`src/rtl/bus_arbiter.sv`:
```
// rtl/bus_arbiter.sv - three-master arbiter for the shared external memory bus
//
// Masters, highest priority first: VGA scan-out (read only), UART debug, Z80 CPU.
// One bus cycle is run at a time. Each grant is followed by a one-cycle RELEASE
// gap. A saturating starvation counter lifts the CPU above both other masters
// once it has waited STARVE_MAX cycles.
//
// Optional feature macro: ARB_TIMEOUT_EN. When defined, a GRANT with no slave
// ack for TIMEOUT cycles is force-acked and o_timeout pulses. When undefined,
// GRANT waits for i_ack indefinitely and o_timeout is tied to 0.
//
// Parameters
//   STARVE_MAX  cycles a pending CPU request may wait before it wins (1..15)
//   TIMEOUT     GRANT cycles without i_ack before forced termination (1..255)
// Ports
//   i_clk, i_reset                      clock, synchronous active-high reset
//   i_vga_cs, i_vga_addr, o_vga_ack     VGA read master
//   i_uart_cs/we/addr/dat, o_uart_ack   UART master
//   i_cpu_cs/we/addr/dat, o_cpu_ack     CPU master
//   o_addr, o_dat, o_we, o_cs           shared bus, driven only in GRANT
//   i_ack                               slave acknowledge
//   o_grant                             one-hot owner {cpu, uart, vga}, 0 when idle
//   o_timeout                           one-cycle pulse on forced termination

module bus_arbiter #(
    parameter int STARVE_MAX = 8,
    parameter int TIMEOUT    = 255
) (
    input  logic        i_clk,
    input  logic        i_reset,
    input  logic        i_vga_cs,
    input  logic [15:0] i_vga_addr,
    output logic        o_vga_ack,
    input  logic        i_uart_cs,
    input  logic        i_uart_we,
    input  logic [15:0] i_uart_addr,
    input  logic [7:0]  i_uart_dat,
    output logic        o_uart_ack,
    input  logic        i_cpu_cs,
    input  logic        i_cpu_we,
    input  logic [15:0] i_cpu_addr,
    input  logic [7:0]  i_cpu_dat,
    output logic        o_cpu_ack,
    output logic [15:0] o_addr,
    output logic [7:0]  o_dat,
    output logic        o_we,
    output logic        o_cs,
    input  logic        i_ack,
    output logic [2:0]  o_grant,
    output logic        o_timeout
);

    typedef enum logic [1:0] {
        IDLE    = 2'd0,
        GRANT   = 2'd1,
        RELEASE = 2'd2
    } state_t;

    localparam logic [3:0] STARVE_LIM = 4'(STARVE_MAX);

    state_t      state_q, state_d;
    logic [2:0]  grant_q, grant_d;
    logic [3:0]  starve_q, starve_d;
    logic [2:0]  req;
    logic [2:0]  winner;
    logic        owner_cs;
    logic        force_ack;
    logic        ack_all;

`ifdef ARB_TIMEOUT_EN
    localparam logic [7:0] TIMEOUT_LAST = 8'(TIMEOUT - 1);
    logic [7:0] tcnt_q, tcnt_d;
`endif

    assign req      = {i_cpu_cs, i_uart_cs, i_vga_cs};
    // Abort check: the granted master still holding its request.
    assign owner_cs = |(grant_q & req);

    // Fixed priority with the starvation override. The comparison is >= so
    // that a CPU whose counter passes the limit while another master is mid
    // transfer still wins the next arbitration.
    always_comb begin
        winner = 3'b000;
        if (i_cpu_cs && (starve_q >= STARVE_LIM)) begin
            winner = 3'b100;
        end else if (i_vga_cs) begin
            winner = 3'b001;
        end else if (i_uart_cs) begin
            winner = 3'b010;
        end else if (i_cpu_cs) begin
            winner = 3'b100;
        end
    end

    always_comb begin
        state_d   = state_q;
        grant_d   = grant_q;
        force_ack = 1'b0;
`ifdef ARB_TIMEOUT_EN
        tcnt_d    = tcnt_q;
`endif
        case (state_q)
            IDLE, RELEASE: begin
                grant_d = winner;
                if (|winner) begin
                    state_d = GRANT;
`ifdef ARB_TIMEOUT_EN
                    tcnt_d  = 8'd0;
`endif
                end else begin
                    state_d = IDLE;
                end
            end
            GRANT: begin
                if (!owner_cs || i_ack) begin
                    state_d = RELEASE;
                    grant_d = 3'b000;
                end else begin
`ifdef ARB_TIMEOUT_EN
                    if (tcnt_q == TIMEOUT_LAST) begin
                        force_ack = 1'b1;
                        state_d   = RELEASE;
                        grant_d   = 3'b000;
                    end else begin
                        tcnt_d = tcnt_q + 8'd1;
                    end
`endif
                end
            end
            default: begin
                state_d = IDLE;
                grant_d = 3'b000;
            end
        endcase
    end

    // The counter sees the current owner, so it stops climbing only once the
    // CPU actually holds the bus.
    always_comb begin
        starve_d = 4'd0;
        if (i_cpu_cs && !grant_q[2]) begin
            starve_d = (starve_q == 4'hF) ? 4'hF : starve_q + 4'd1;
        end
    end

    always_ff @(posedge i_clk) begin
        if (i_reset) begin
            state_q  <= IDLE;
            grant_q  <= 3'b000;
            starve_q <= 4'd0;
`ifdef ARB_TIMEOUT_EN
            tcnt_q   <= 8'd0;
`endif
        end else begin
            state_q  <= state_d;
            grant_q  <= grant_d;
            starve_q <= starve_d;
`ifdef ARB_TIMEOUT_EN
            tcnt_q   <= tcnt_d;
`endif
        end
    end

    always_comb begin
        o_addr = 16'h0000;
        o_dat  = 8'h00;
        o_we   = 1'b0;
        o_cs   = 1'b0;
        if (state_q == GRANT) begin
            case (grant_q)
                3'b001: begin
                    o_addr = i_vga_addr;
                    o_cs   = i_vga_cs;
                end
                3'b010: begin
                    o_addr = i_uart_addr;
                    o_dat  = i_uart_dat;
                    o_we   = i_uart_we;
                    o_cs   = i_uart_cs;
                end
                3'b100: begin
                    o_addr = i_cpu_addr;
                    o_dat  = i_cpu_dat;
                    o_we   = i_cpu_we;
                    o_cs   = i_cpu_cs;
                end
                default: begin
                    o_cs = 1'b0;
                end
            endcase
        end
    end

    // Acks are gated by reset so a transfer cut short by reset is never acked.
    assign ack_all    = (state_q == GRANT) && owner_cs && (i_ack || force_ack) && !i_reset;
    assign o_vga_ack  = ack_all && grant_q[0];
    assign o_uart_ack = ack_all && grant_q[1];
    assign o_cpu_ack  = ack_all && grant_q[2];
    assign o_grant    = grant_q;

`ifdef ARB_TIMEOUT_EN
    assign o_timeout  = force_ack && !i_reset;
`else
    assign o_timeout  = 1'b0;
`endif

endmodule

```
`config.mk`:
```
export PLATFORM = sky130hd
export DESIGN_NAME = bus_arbiter
export DESIGN_NICKNAME = d
export VERILOG_FILES = /design/src/rtl/bus_arbiter.sv
export SDC_FILE = /design/constraint.sdc
export NUM_CORES = 1
export LEC_CHECK = 0
export CAP_MARGIN = 15
export CORE_MARGIN = 8
export CORE_UTILIZATION = 30
export CTS_BUF_LIST = sky130_fd_sc_hd__clkbuf_8 sky130_fd_sc_hd__clkbuf_16
export CTS_CLUSTER_SIZE = 25
export DETAILED_ROUTE_END_ITERATION = 6
export GPL_TIMING_DRIVEN = 0
export PLACE_DENSITY = 0.8
export SLEW_MARGIN = 20
export SYNTH_ARGS = -nofsm -noshare
export SYNTH_HDL_FRONTEND = slang
export SYNTH_SLANG_ARGS = --single-unit
```
`constraint.sdc`:
```
create_clock -name i_clk -period 2.3 [get_ports i_clk]
set_clock_uncertainty 0.15 [all_clocks]
set_input_delay 0.46 -clock i_clk [delete_from_list [all_inputs] [get_ports i_clk]]
set_output_delay 0.46 -clock i_clk [all_outputs]
set_load 0.1 [all_outputs]
```
==> impl_metrics.tcl <==
set metrics [dict create \
    cp.required_ns 1.69 \
    netlist.area_leader.share 0.1642 \
    cp_max_fo 10 \
    startpoint_type "flop" \
    fill_cells 98 \
    clk_pin_slew_ns 0.05 \
    status "finished with violations" \
    fin_ws_ns -0.1034 \
    die_y_um 76.48 \
    viasPerCell 5.763 \
    drv_cap 0 \
    hold_buffers 0 \
    core_sq_um 3578 \
    fin_crit_ns 2.403 \
    dp_cells 308 \
    fin_setup_tns_ns -0.9766 \
    synth.area.top_cells "dfxtp_1 (16%), a32oi_1 (14%), nor2b_1 (11%)" \
    drive_gt1_frac 0.4982 \
    drt_iter0_drc 105 \
    tightest_slew_ns 1.003 \
    synthCells 157 \
    crit_family "buffers and inverters" \
    cts_tree "done" \
    worst_ep_arrival_time_ns 1.79 \
    finalSetupViolCount 23 \
    port_buffers 103 \
    die-area_sq_um 5849 \
    cts_buffers 3 \
    worstSkewPairLatency_ns 0.25 \
    synth_warnings 0 \
    start_util 0.3066 \
    violations "negative setup slack" \
    ys_seq_elements 9 \
    root_buffer "clkbuf_8" \
    cp_num_buf_inv 3 \
    clockBufferDepth 2 \
    htree_num_levels 1 \
    diodes 0 \
    path_cells "buf_6 > nor2b_1 > clkbuf_4 > a22oi_1 > nor2_4 > buf_12" \
    num_rows 22 \
    rsz0062_at_grt "yes" \
    post-route-util 0.9413 \
    vias 1896 \
    grt_max_degree 11 \
    slew_violations 0 \
    slowest_delay_ns 0.42 \
    overflow 0 \
    cts_sinks 9 \
    critPathKind "reg -> out" \
    ys.flop_type "dfxtp_1" \
    max_freq_mhz 416.1 \
    antenna_found_initial 0 \
    place.gp.congestion 0.7646 \
    dpl_worst_slack_ns -1.225 \
    syn-cell-area_sq_um 1097 \
    drt_wl_total_um 8419 \
    track_usage 0.1772 \
    grt_first_pass_wirelength_um 8569 \
    dieWidth_um 76.48 \
    dp_hpwl_um 4119 \
    synth_edf_count 0 \
    syn_nets 231 \
    syn_to_final_growth_pct 207.0 \
    io_pins 105 \
    dr.pass1.iters 4 \
    async_flop_share 0 \
    grt_pass1_vias 1699 \
    finalHoldViolations 0 \
    hold_path_class "reg -> reg" \
    ys_seq_area_frac 0.1642 \
    irDropWorstVdd_uv 398.9 \
    synth.avg_cell_area_sq_um 6.989 \
    drc 0 \
    synth.distinct_cells 34 \
    fin_cells 329 \
    finalCritPeriodShare 1.045 \
    maxSlewHeadroom 0.3339 \
    synth_area_leader_cell "dfxtp_1" \
    endpoint_kind "output pin" \
    p_leak_nw 1.098 \
    critPathSlowestCell "dfxtp_4" \
    avgRoutedWirePerCell_um 25.59 \
    detail-route-antenna-nets 0 \
    power.density_nw_per_um2 264.9 \
    layout.nets 356 \
]
stage by stage:
step                      hold WS, ns  instance area [sq um]  total power [W]
after global placement         0.3395                   2490        0.0005345
final                          0.3626                   3368        0.0008921
after global routing           0.3948                   3368        0.0009178
after detailed placement       0.3477                   2490        0.0005393
after floorplan                0.3119                   1399        0.0003746
after CTS                      0.3595                   2743        0.0007538
final cells by class:
class	count	area (sq um)	area share
flip-flops and latches	9	192.7	0.05721
well taps	48	60.06	0.01783
multi-input cells	128	1404	0.4168
repair buffers	121	1473	0.4372
clock inverters	1	5.005	0.001486
clock buffers	3	41.29	0.01226
inverters	6	22.52	0.006686
plain buffers	13	170.2	0.05052
cells in the final DEF, fill, tap and decap left out, types with 6 or more instances in the layout:
| master | netlist | final |
|---|---|---|
| buf_4 | 3 | 11 |
| clkdlybuf4s50_1 | 0 | 67 |
| a22oi_1 | 9 | 8 |
| nor2b_1 | 20 | 19 |
| buf_12 | 0 | 29 |
| a21oi_4 | 0 | 17 |
| a32oi_4 | 0 | 8 |
| nand2_2 | 0 | 12 |
| buf_6 | 3 | 10 |
| inv_1 | 6 | 6 |
| nor2_4 | 0 | 11 |
| a32oi_2 | 0 | 8 |
per-layer routing:
layer / GRT usage / vias to the layer above / share of wire / wire [um]
met3: 0.05307 / 38 / 0.068 / 572
li1: - / 827 / - / -
met5: 0 / - / 0 / 0
met2: 0.3145 / 127 / 0.52 / 4403
met4: 0.06731 / 0 / 0.056 / 469
met1: 0.1918 / 904 / 0.35 / 2972
cells in the mapped netlist (all sizes together), types with 3 or more instances:
cell type / n
nor3b: 3
dfxtp: 9
a22oi: 9
nand2: 18
and3: 3
buf: 11
nor3: 5
inv: 6
nor2b: 20
nor2: 15
a32oi: 17
nand3: 3
a21oi: 19
clkbuf: 3
cell families (layout without fill, tap and decap cells):
family,count (synthesis),count (layout),share of synthesized area
AOI/OAI and AO/OA,54,54,0.3558
xor gates and xnor gates,1,1,0.007983
adders and majority gates,2,2,0.02280
buffers and inverters,20,144,0.1060
DFF,9,9,0.1642
other,1,1,0.003417
and+or+nand+nor,70,70,0.3398
sequential cells by signal (all words and copies together) (netlist names):
signal	count
state_q	2
o_grant	3
starve_q	4
where the power goes:
part | total, W | internal (W) | leakage [nW] | switching, W
combinational | 0.000517 | 0.000246 | 0.996 | 0.000271
sequential | 0.000175 | 0.000162 | 0.0760 | 0.0000134
clock | 0.000200 | 0.000120 | 0.0255 | 0.0000803
what timing repair did:
item	in CTS	in global routing
endpoints found under the setup margin	32	29
resized for setup	245	103
pin swaps	3	24
cloned	0	3
setup buffers	6	9
worst paths after layout:
kind | cells after the start | end | start | slack, ns
max reg2reg | 6 | o_grant[0]$_SDFFE_PP0P_ | o_grant[1]$_SDFFE_PP0P_ | 0.53
min reg2reg | 1 | starve_q[0]$_SDFF_PP0_ | starve_q[0]$_SDFF_PP0_ | 0.36
max | 6 | o_dat[7] | o_grant[1]$_SDFFE_PP0P_ | -0.10
min | 1 | starve_q[0]$_SDFF_PP0_ | starve_q[0]$_SDFF_PP0_ | 0.36
Power figures use the tool's default switching activity.
